## src/rtl/gf_inv_serial.sv

```systemverilog
// Bit-serial GF(2^8) inverter: y = a^254 over x^8 + g, by square-and-multiply
// built from an LSB-first shift/xtime multiply step, one bit per clock.
module gf_inv_serial (
    input  logic       clk,
    input  logic       rst_n,
    input  logic       start,
    input  logic [7:0] a,
    input  logic [7:0] g,
    output logic       busy,
    output logic       done,
    output logic [7:0] y
);

    typedef enum logic {IDLE, RUN} state_t;

    state_t     state_reg, state_next;
    logic [7:0] a_reg, a_next;
    logic [7:0] g_reg, g_next;
    logic [7:0] r_reg, r_next;
    logic [7:0] p_reg, p_next;
    logic [7:0] m_reg, m_next;
    logic [7:0] y_reg, y_next;
    logic [3:0] op_reg, op_next;
    logic [2:0] bit_idx_reg, bit_idx_next;
    logic       busy_reg, busy_next;
    logic       done_reg, done_next;

    logic [7:0] y_operand;
    logic [7:0] p_step;
    logic [7:0] m_step;

    // Exponent 254 = 0b11111110: even ops square R, odd ops multiply R by A.
    assign y_operand = op_reg[0] ? a_reg : r_reg;
    assign p_step    = p_reg ^ (m_reg & {8{y_operand[bit_idx_reg]}});
    assign m_step    = {m_reg[6:0], 1'b0} ^ (g_reg & {8{m_reg[7]}});

    always_comb begin
        state_next   = state_reg;
        a_next       = a_reg;
        g_next       = g_reg;
        r_next       = r_reg;
        p_next       = p_reg;
        m_next       = m_reg;
        y_next       = y_reg;
        op_next      = op_reg;
        bit_idx_next = bit_idx_reg;
        busy_next    = busy_reg;
        done_next    = 1'b0;
        case (state_reg)
            IDLE: begin
                if (start) begin
                    a_next       = a;
                    g_next       = g;
                    r_next       = a;
                    m_next       = a;
                    p_next       = 8'h00;
                    op_next      = 4'd0;
                    bit_idx_next = 3'd0;
                    busy_next    = 1'b1;
                    state_next   = RUN;
                end
            end
            RUN: begin
                bit_idx_next = bit_idx_reg + 3'd1;
                if (bit_idx_reg == 3'd7) begin
                    // Product complete: it becomes R and seeds M for the next op.
                    r_next  = p_step;
                    m_next  = p_step;
                    p_next  = 8'h00;
                    op_next = op_reg + 4'd1;
                    if (op_reg == 4'd12) begin
                        y_next     = p_step;
                        done_next  = 1'b1;
                        busy_next  = 1'b0;
                        op_next    = 4'd0;
                        state_next = IDLE;
                    end
                end else begin
                    p_next = p_step;
                    m_next = m_step;
                end
            end
            default: state_next = IDLE;
        endcase
    end

    always_ff @(posedge clk or negedge rst_n) begin
        if (!rst_n) begin
            state_reg   <= IDLE;
            a_reg       <= 8'h00;
            g_reg       <= 8'h00;
            r_reg       <= 8'h00;
            p_reg       <= 8'h00;
            m_reg       <= 8'h00;
            y_reg       <= 8'h00;
            op_reg      <= 4'd0;
            bit_idx_reg <= 3'd0;
            busy_reg    <= 1'b0;
            done_reg    <= 1'b0;
        end else begin
            state_reg   <= state_next;
            a_reg       <= a_next;
            g_reg       <= g_next;
            r_reg       <= r_next;
            p_reg       <= p_next;
            m_reg       <= m_next;
            y_reg       <= y_next;
            op_reg      <= op_next;
            bit_idx_reg <= bit_idx_next;
            busy_reg    <= busy_next;
            done_reg    <= done_next;
        end
    end

    assign busy = busy_reg;
    assign done = done_reg;
    assign y    = y_reg;

endmodule

```

## config.mk

```make
export PLATFORM = sky130hd
export DESIGN_NAME = gf_inv_serial
export DESIGN_NICKNAME = d
export VERILOG_FILES = /design/src/rtl/gf_inv_serial.sv
export SDC_FILE = /design/constraint.sdc
export NUM_CORES = 1
export LEC_CHECK = 0
export CORE_MARGIN = 2
export CORE_UTILIZATION = 65
export CTS_BUF_LIST = sky130_fd_sc_hd__clkbuf_2
export CTS_CLUSTER_SIZE = 16
export DETAILED_ROUTE_END_ITERATION = 8
export PLACE_DENSITY = 0.95
export SLEW_MARGIN = 15
export SYNTH_ARGS = -nofsm -noshare
export SYNTH_HDL_FRONTEND = slang
export SYNTH_SLANG_ARGS = --single-unit
```

## constraint.sdc

```tcl
create_clock -name clk -period 4.7 [get_ports clk]
set_clock_uncertainty 0.05 [all_clocks]
set_input_delay 0.705 -clock clk [delete_from_list [all_inputs] [get_ports clk]]
set_output_delay 0.705 -clock clk [all_outputs]
set_load 0.01 [all_outputs]
```

==> results.yml <==
synth:
  synth_top_area_cell: "dfrtp_1"
  synth_top_family_by_area: "simple AND/OR/NAND/NOR gates"
  synth-simple-area-share_pct: 20.6
  synthCells: 382
  synth-edff-count: 0
  ys_types: 44
  ys_ff_latch: 58
  syn_nets: 405
  synthArstFlopShare_pct: 100
  ys_seq_area_share_pct: 43.2
  synthTopCellsByArea: "dfrtp_1, nand2_1, mux2i_1"
  syn-cell-area_sq_um: 3360
  synth_fa_ha_area_share_pct: 1.49
  synth_xor_area_share_pct: 3.91
  synth_most_common_cell: "nand2_1"
  synthTopCellsByCount: "nand2_1, dfrtp_1, a21oi_1"
  synth_compound_area_share_pct: 19.0
  muxShareOfSynthArea_pct: 6.37
  yosys_warnings: 0
  syn-mean-instance-area_sq_um: 8.79
  synth_ff_type: "dfrtp_1"
  yosysTopAreaCellShare_pct: 43.2
floorplan:
  dieArea_sq_um: 5760
  start_util_pct: 66.6
  die_w_um: 75.9
  fp.coreArea_sq_um: 5040
  row_count: 26
  die_h_um: 75.9
  io-pin-count: 29
setup_path:
  cp_top_family: "simple AND/OR/NAND/NOR gates"
  cp_max_fo: 15
  critPathLaunchType: "flop"
  critPathBufInv: 1
  worst-r2r-cell-count: 8
  crit_cells: 8
  slowest_delay_ns: 0.74
  worstPathArrival_ns: 3.17
  crit_type: "flop to flop"
  crit_chain: "ha_1 -> ha_1 -> nand2_1 -> inv_1 -> nor2_1 -> a211oi_1 -> a21oi_1 -> a31oi_1"
  crit_slowest_cell: "nor2_1"
  cp-end-kind: "flop"
  worstPathRequired_ns: 5.02
  cpMostUsedCell: "ha_1"
timing:
  finalHoldViolCount: 0
  post-route-period-util_pct: 60.5
  worst_pin_slew_ns: 0.992
  fin_ws_ns: 1.86
  rsz0062_at_grt: "no"
  finalSetupTns_ns: 0
  slew_headroom_pct: 33.9
  fmax_mhz: 352
  finalCriticalPeriod_ns: 2.84
  slew_viol_final: 0
  finalSetupViolations: 0
clock_network:
  clk_latency_ns: 0.50
  post-cts-setup-buffer-count: 0
  numCtsBuffers: 9
  clkSinkCount: 58
  htreeDepth: 3
  cts_tree: "yes"
  ctsHoldBuffers: 0
  clk_path_buf_depth: 2
  cts_resized: 0
  clk_pin_slew_ns: 0.16
  root_buffer: "clkbuf_2"
global_route:
  track_usage_pct: 31.4
  grt_overflow: 0
  grt_pass1_wl_um: 13200
  antenna_found_initial: 0
  grt_max_degree: 59
  grt_pass1_vias: 2668
placement:
  dpl.hpwl_um: 5400
  port_buffers: 28
  dp.cells: 454
  dp_slack_ns: 1.76
  finalWeightedCongestion: 0.867
flow_run:
  cap_violations: 0
run_status:
  status: "complete, no violations"
power_and_ir_drop:
  p_leak_uw: 0.00158
  p_per_area_nw_per_um2: 564
  total_power_uw: 2080
  ir_worst_vdd_mv: 0.309
final_layout:
  stdcell_count: 470
  syn2layout_area_growth_pct: 9.58
  n_antenna_cell: 0
  layout-drive-gt1-share_pct: 8.00
  nNetsFinal: 418
routing:
  initialDrtViolationCount: 310
  drc: 0
  ant_nets: 0
  firstDrtPassIters: 4
  via_per_inst: 6.37
  totalWireLength_um: 8110
  vias: 2996
  wl_per_cell_um: 17.2
worst_hold_path:
  worstHoldPathType: "input port to async pin"
kinds of logic after synthesis:
kind of cell               Yosys count
adders and majority gates            4
buffers and inverters               38
xor gates and xnor gates            15
DFF                                 58
AOI/OAI and AO/OA                   96
and+or+nand+nor                    150
muxes                               21
metal layers:
metal / part of all wire, % / vias up / track usage (%)
li1: - / 1361 / -
met1: 41 / 1412 / 42.8
met2: 47 / 184 / 47.9
met3: 8.6 / 39 / 7.54
met4: 3.5 / 0 / 13.8
met5: 0 / - / 0
layout make-up:
class                      count  area, sq um
multi-input combinational    286         1730
sequential                    58         1450
fill                         376         1360
timing repair buffer          33          313
tap                           70         87.6
clock buffer                  11         55.1
inverter                       7         26.3
clock inverter                 5         21.3
stage by stage:
stage               hold WS (ns)  cell area, sq um  utilization [%]
global placement           0.408              3600             71.5
finish                     0.261              3680             73.0
detailed placement         0.413              3600             71.5
floorplan                  0.359              3360                -
CTS                        0.278              3680             73.0
global route               0.290              3680             73.0
power by group:
group	leakage (uW)	internal, uW	switching, uW
Clock	0.0000582	67.3	183
Sequential	0.000747	630	195
Combinational	0.000770	417	583
cell usage in the layout, fill, tap and decap left out, types with 4 or more instances in the layout:
cell type        Yosys  layout
xnor2_1              7       7
mux2i_1             18      18
clkbuf_2             0      11
a21oi_1             24      24
xor2_1               8       8
clkdlybuf4s50_1      0      27
o221ai_1             5       5
nand3_1             15      15
o21ai_2              7       7
ha_1                 4       4
nand2_1             73      73
a31oi_1             12      12
o211ai_1             5       5
nor2_1              20      20
buf_4                3       5
nor2b_1             11      11
nand4_1              5       5
a211oi_1            10      10
o21bai_1             5       5
nand2b_1            12      12
dfrtp_1             58      58
o21ai_0             16      16
inv_1                7       7
worst paths after layout:
path / endpoint / slack (ns) / from
max: r_reg[3] / 1.86 / bit_idx_reg[1]
min: p_reg[1] / 0.26 / rst_n
max reg2reg: r_reg[3] / 1.86 / bit_idx_reg[1]
min reg2reg: g_reg[3] / 0.45 / g_reg[3]
max in group asynchronous: r_reg[7] / 3.83 / rst_n
min in group clk: g_reg[3] / 0.45 / g_reg[3]
Note: power is estimated with default switching activity, not from simulation.
